`config.mk`:
```
export PLATFORM = sky130hd
export DESIGN_NAME = uart_mmio_ctrl
export DESIGN_NICKNAME = d
export VERILOG_FILES = /design/src/rtl/uart_mmio_ctrl_pkg.sv /design/src/rtl/uart_rx_fifo.sv /design/src/rtl/uart_mmio_ctrl.sv
export SDC_FILE = /design/constraint.sdc
export NUM_CORES = 1
export LEC_CHECK = 0
export ABC_CLOCK_PERIOD_IN_PS = 3820
export BUFFER_PORTS_ARGS = -buffer_cell sky130_fd_sc_hd__buf_2
export CORE_MARGIN = 5
export CORE_UTILIZATION = 35
export CTS_CLUSTER_DIAMETER = 150
export CTS_CLUSTER_SIZE = 28
export DETAILED_ROUTE_END_ITERATION = 10
export PLACE_DENSITY = 0.56
export SETUP_SLACK_MARGIN = 0.15
export SLEW_MARGIN = 10
export SYNTH_ARGS = -nofsm -noshare
export SYNTH_HDL_FRONTEND = slang
export SYNTH_SLANG_ARGS = --single-unit
```
`constraint.sdc`:
```
create_clock -name clk -period 3.82 [get_ports clk]
set_input_delay 0.191 -clock clk [delete_from_list [all_inputs] [get_ports clk]]
set_output_delay 0.191 -clock clk [all_outputs]
set_load 0.005 [all_outputs]
```
`src/rtl/uart_mmio_ctrl_pkg.sv`:
```
// Shared constants and types for the memory-mapped UART controller.
// Default register addresses, STATUS bit positions and the TX FSM encoding.
package uart_mmio_ctrl_pkg;

    localparam logic [31:0] UartDataAddr = 32'hBFD0_03F8;
    localparam logic [31:0] UartStatAddr = 32'hBFD0_03FC;

    localparam int unsigned StatTxReadyBit = 0;
    localparam int unsigned StatRxAvailBit = 1;
    localparam int unsigned StatOverrunBit = 2;

    typedef enum logic [1:0] {
        TxIdle     = 2'd0,
        TxStart    = 2'd1,
        TxWaitBusy = 2'd2,
        TxWaitDone = 2'd3
    } tx_state_e;

    // Pack the three status flags into the STATUS register word.
    function automatic logic [31:0] status_word(input logic overrun, input logic rx_avail,
                                                input logic tx_ready);
        logic [31:0] w;
        w                 = '0;
        w[StatOverrunBit] = overrun;
        w[StatRxAvailBit] = rx_avail;
        w[StatTxReadyBit] = tx_ready;
        return w;
    endfunction

endpackage

```
`src/rtl/uart_rx_fifo.sv`:
```
// Receive byte FIFO with combinational head. A push to a full FIFO is accepted
// only when a pop happens in the same cycle (the slot frees up at that edge).
module uart_rx_fifo #(
    parameter int unsigned DEPTH = 16
) (
    input  logic                     clk,
    input  logic                     rst,
    input  logic                     push,
    input  logic [7:0]               din,
    input  logic                     pop,
    output logic [7:0]               dout,
    output logic [$clog2(DEPTH):0]   count,
    output logic                     full,
    output logic                     empty
);

    localparam int unsigned PtrW = $clog2(DEPTH);
    localparam int unsigned CntW = PtrW + 1;

    logic [7:0]      mem_q [DEPTH];
    logic [PtrW-1:0] wr_ptr_q, wr_ptr_d;
    logic [PtrW-1:0] rd_ptr_q, rd_ptr_d;
    logic [CntW-1:0] count_q, count_d;
    logic            wr_en;
    logic            rd_en;

    assign full  = (count_q == CntW'(DEPTH));
    assign empty = (count_q == '0);
    assign count = count_q;
    assign dout  = mem_q[rd_ptr_q];

    assign wr_en = push & (~full | pop);
    assign rd_en = pop & ~empty;

    // Pointer and occupancy next-state; pointers wrap naturally at DEPTH.
    always_comb begin
        wr_ptr_d = wr_ptr_q;
        rd_ptr_d = rd_ptr_q;
        count_d  = count_q;
        if (wr_en) wr_ptr_d = wr_ptr_q + 1'b1;
        if (rd_en) rd_ptr_d = rd_ptr_q + 1'b1;
        if (wr_en && !rd_en) count_d = count_q + 1'b1;
        if (rd_en && !wr_en) count_d = count_q - 1'b1;
    end

    // Pointer and occupancy registers.
    always_ff @(posedge clk or posedge rst) begin
        if (rst) begin
            wr_ptr_q <= '0;
            rd_ptr_q <= '0;
            count_q  <= '0;
        end else begin
            wr_ptr_q <= wr_ptr_d;
            rd_ptr_q <= rd_ptr_d;
            count_q  <= count_d;
        end
    end

    // Storage; contents need no reset since occupancy gates visibility.
    always_ff @(posedge clk) begin
        if (wr_en) mem_q[wr_ptr_q] <= din;
    end

endmodule

```
`src/rtl/uart_mmio_ctrl.sv`:
```
// Memory-mapped UART controller: DATA/STATUS register decode, TX handshake FSM
// towards async_transmitter and an RX FIFO fed by async_receiver.
// Build option: define UART_MMIO_INT_EN to get a registered interrupt request
// (rx_avail | overrun); otherwise int_o is tied low.
module uart_mmio_ctrl
    import uart_mmio_ctrl_pkg::*;
#(
    parameter int unsigned RX_DEPTH  = 16,
    parameter logic [31:0] DATA_ADDR = UartDataAddr,
    parameter logic [31:0] STAT_ADDR = UartStatAddr
) (
    input  logic        clk,
    input  logic        rst,
    input  logic        ce_i,
    input  logic        we_i,
    input  logic [31:0] addr_i,
    input  logic [3:0]  sel_i,
    input  logic [31:0] data_i,
    output logic [31:0] data_o,
    output logic        hit_o,
    output logic [7:0]  tx_data_o,
    output logic        tx_start_o,
    input  logic        tx_busy_i,
    input  logic [7:0]  rx_data_i,
    input  logic        rx_ready_i,
    output logic        rx_clear_o,
    output logic        int_o
);

    tx_state_e tx_state_q, tx_state_d;
    logic [7:0] tx_data_q, tx_data_d;
    logic       overrun_q, overrun_d;

    logic       data_sel, stat_sel;
    logic       rd_data, rd_stat, wr_data;
    logic       tx_ready, rx_avail, rx_pop;
    logic [7:0] rx_head;
    logic [$clog2(RX_DEPTH):0] rx_count;
    logic       rx_full, rx_empty;

    // Only the low byte of a DATA write is meaningful.
    logic       unused_bits;
    assign unused_bits = ^{sel_i[3:1], data_i[31:8]};

    assign data_sel = ce_i & (addr_i == DATA_ADDR);
    assign stat_sel = ce_i & (addr_i == STAT_ADDR);
    assign hit_o    = data_sel | stat_sel;

    assign rd_data  = data_sel & ~we_i;
    assign rd_stat  = stat_sel & ~we_i;
    assign wr_data  = data_sel & we_i & sel_i[0];

    assign tx_ready = (tx_state_q == TxIdle) & ~tx_busy_i;
    assign rx_avail = (rx_count != '0);
    assign rx_pop   = rd_data & ~rx_empty;

    assign tx_start_o = (tx_state_q == TxStart);
    assign tx_data_o  = tx_data_q;
    assign rx_clear_o = rx_ready_i;

    uart_rx_fifo #(
        .DEPTH (RX_DEPTH)
    ) u_rx_fifo (
        .clk   (clk),
        .rst   (rst),
        .push  (rx_ready_i),
        .din   (rx_data_i),
        .pop   (rx_pop),
        .dout  (rx_head),
        .count (rx_count),
        .full  (rx_full),
        .empty (rx_empty)
    );

    // Read mux; an empty DATA read returns zero.
    always_comb begin
        data_o = '0;
        if (rd_stat) begin
            data_o = status_word(overrun_q, rx_avail, tx_ready);
        end else if (rd_data && !rx_empty) begin
            data_o = {24'b0, rx_head};
        end
    end

    // Overrun: cleared by a STATUS read, set by a push the FIFO cannot absorb.
    always_comb begin
        overrun_d = overrun_q;
        if (rd_stat) overrun_d = 1'b0;
        if (rx_ready_i && rx_full && !rx_pop) overrun_d = 1'b1;
    end

    // TX handshake: pulse start, then follow the transmitter's busy cycle.
    always_comb begin
        tx_state_d = tx_state_q;
        tx_data_d  = tx_data_q;
        unique case (tx_state_q)
            TxIdle: begin
                if (wr_data && tx_ready) begin
                    tx_state_d = TxStart;
                    tx_data_d  = data_i[7:0];
                end
            end
            TxStart:    tx_state_d = TxWaitBusy;
            TxWaitBusy: if (tx_busy_i) tx_state_d = TxWaitDone;
            TxWaitDone: if (!tx_busy_i) tx_state_d = TxIdle;
            default:    tx_state_d = TxIdle;
        endcase
    end

    // Controller state registers.
    always_ff @(posedge clk or posedge rst) begin
        if (rst) begin
            tx_state_q <= TxIdle;
            tx_data_q  <= '0;
            overrun_q  <= 1'b0;
        end else begin
            tx_state_q <= tx_state_d;
            tx_data_q  <= tx_data_d;
            overrun_q  <= overrun_d;
        end
    end

`ifdef UART_MMIO_INT_EN
    logic int_q;

    // Interrupt request, one cycle behind the status flags.
    always_ff @(posedge clk or posedge rst) begin
        if (rst) int_q <= 1'b0;
        else     int_q <= rx_avail | overrun_q;
    end

    assign int_o = int_q;
`else
    assign int_o = 1'b0;
`endif

endmodule
```
==> out/qor.csv <==
metric,value,unit
synthTopCellsByArea,"edfxtp_1 (58%), dfrtp_1 (9.1%), mux4_2 (6.8%), mux2i_1 (4.2%), buf_4 (3.4%)",
wirelength,13850,um
start_util,0.3554,
crit_top_cell,inv_1,
clockRootBuffer,clkbuf_16,
ant_nets,0,
grt_pass1_vias,3765,
drv_slew,0,
cp-start-kind,flop,
ys_seq_area_frac,0.6707,
reg2reg_to,u_rx_fifo.count[4],
drive_gt1_frac,0.2974,
tightest_slew,0.9541,ns
gp_congestion,0.7881,
cts_tree,built,
first_pass_iters,4,
crit_chain,"nor4_1, a211oi_1, nand2_2, inv_1, o21a_1, inv_1, ha_1, inv_1, fa_1, nor2b_1, o21ai_0, and3_1, nor3_1, xnor2_1",
cts_made_buffers,17,
worst_path_max_delay_cell,nor4_1,
fin_nets,585,
hold_path.class,input pin to async pin,
synthCells,399,
hpwl,9456,um
drt_iter0_drc,193,
synth_area_leader_cell,edfxtp_1,
cts_resized,0,
htree_levels,4,
grt_pass1_wl,21430,um
cts.sinks,152,
end_kind,flop,
fin_skew,0.005418,ns
period_minus_slack,3.109,ns
p_per_area,538.7,mW/mm2
via_per_inst,4.948,
post-place-ws,0.6654,ns
synth_edf_count,128,
fin_ws,0.7111,ns
area_growth,17.52,%
netlist.area_leader.share,0.5801,
die_h,147.6,um
slew_headroom,0.3632,
irDropWorstVdd,325.0,uV
antenna_found_initial,0,
status,"finished, violations left",
setup_viol,0,
cts_buffer_depth,2,
period_share,0.8139,
die_x,147.6,um
ys_types,49,
setup_tns,0,ns
grt.overflow.total,0,
cp.required,4.16,ns
rr_startpoint,u_rx_fifo.count[0],
finalHoldViolCount,24,
maxCapViolations,0,
ys_ff_latch,152,
clk_latency,0.42,ns
portBuffers,73,
synth_area_per_cell,16.61,um2
hold_slack,-0.01703,ns
max_stage_delay,0.51,ns
n_antenna_cell,0,
synth_area,0.006626,mm2
wl_per_cell,18.84,um
grt_max_degree,25,
die_area,0.02178,mm2
vias,3637,
reg2reg_slack,0.71,ns
ys.flop_type,edfxtp_1,
std_cell_rows,50,
grt_use_total,0.1306,
synth-async-reset-ratio,0.1579,
drc,0,
violations,hold timing,
total_power,4.195,mW
clk_pin_slew,0.06,ns
ios,126,
worstSetupPathType,flop to flop,
yosys_warnings,0,
cp_max_fo,6,
critPathArrivalTime,3.45,ns
reg2reg_depth,14,
fmax,321.7,MHz
rsz0062_at_grt,no,
p_leak,2.926,nW
core_region_area,0.01864,mm2
[cells in the mapped netlist (4+ instances only)]
library cell / number
edfxtp_1: 128
and2_1: 5
mux2i_1: 28
a21oi_1: 7
ha_1: 14
nand2_1: 13
o221ai_1: 12
o22ai_1: 6
and3_1: 14
xnor2_1: 5
nor2_1: 6
xor2_1: 5
mux4_2: 20
inv_1: 16
buf_2: 5
o21ai_0: 4
clkbuf_1: 5
dfrtp_1: 24
buf_4: 30
mux2_2: 11
[layout by cell type (no fill, tap or decap), types with 3 or more instances in the layout]
master           n
xor2_1           5
nor2b_1          3
ha_1            14
o221ai_1        12
xnor2_1          5
a211oi_1         3
o21ai_0          4
edfxtp_1       128
conb_1          25
buf_4            7
inv_6            4
clkbuf_16       17
o22ai_1          6
inv_8            4
a21oi_1          7
mux2i_1         28
mux2_2          11
nor3_1           3
and3_1          14
nor2_1           6
inv_1           16
mux4_2          20
and2_1           5
dlygate4sd3_1    7
dfrtp_1         23
buf_2           73
nand2_1         13
[registers in the layout (all words and copies together) (netlist names)]
register and count:
tx_state_q 2, u_rx_fifo.rd_ptr_q 4, u_rx_fifo.count 5, tx_data_o 8
u_rx_fifo.wr_ptr_q 4, u_rx_fifo.mem_q 128, overrun_q 1
[cell type report]
type / count / area [um2]
multi-input cells: 214 / 1939
inverters: 16 / 60.06
fillers: 1676 / 10860
repair buffers: 87 / 488.0
flip-flops and latches: 152 / 4446
clock buffers: 18 / 429.2
well taps: 234 / 292.8
clock inverters: 14 / 132.6
[logic make-up after synthesis]
logic type	synth area share
AND/OR/NAND/NOR	0.06005
adder cells (fa/ha/maj)	0.02946
buffers and inverters	0.05023
flip-flops	0.6707
other	0.0005659
AO/OA/AOI/OAI	0.04513
multiplexers	0.1307
XOR/XNOR	0.01322
[per-layer routing]
| layer | wire (um) | GRT usage |
|---|---|---|
| met1 | 5876 | 0.1660 |
| met3 | 730 | 0.02851 |
| met2 | 7037 | 0.2198 |
| met5 | 0 | 0 |
| met4 | 206 | 0.04939 |
[per-stage QoR]
stage,cells,util,instance area [um2],hold WS [ns]
finish,735,0.4177,7787,-0.01703
global route,735,0.4177,7787,0.01659
CTS,735,0.4177,7787,0.0004685
detailed placement,696,0.3838,7156,0.4271
global placement,696,0.3838,7156,0.4252
floorplan,423,-,6716,0.2056
[how the worst max path moves through the flow]
| stage | slack [ns] | depth (start not counted) | end | startpoint |
|---|---|---|---|---|
| 5_1_grt | 0.29 | 14 | u_rx_fifo.count[4] | u_rx_fifo.count[0] |
| 4_1_cts | 0.64 | 14 | u_rx_fifo.count[4] | u_rx_fifo.count[0] |
| 3_5_place_dp | 0.67 | 14 | u_rx_fifo.count[4] | u_rx_fifo.count[0] |
| 6_report | 0.71 | 14 | u_rx_fifo.count[4] | u_rx_fifo.count[0] |
| 2_1_floorplan | 0.89 | 15 | u_rx_fifo.count[4] | u_rx_fifo.count[0] |
| 3_3_place_gp | 0.69 | 14 | u_rx_fifo.count[4] | u_rx_fifo.count[0] |
[worst max-delay path: cells and delay by family, from the launching register on]
kind	cells	cell delay (ns)
simple gates	5	1.19
xor+xnor	1	0.14
flops	1	0.41
compound gates	3	0.46
buf+inv	3	0.24
fa+ha+maj	2	0.61
[report_power, final]
group | internal, mW | switching [mW] | leakage [nW]
sequential | 2.00 | 0.0873 | 1.46
clock | 0.861 | 0.710 | 0.270
combinational | 0.215 | 0.319 | 1.20
total | 3.08 | 1.12 | 2.93
[timing repair]
action / CTS / global route
hold endpoints to repair: 7 / 0
buffers inserted: 0 / 0
hold buffers: 7 / 0
Note: power is estimated with default switching activity, not from simulation.
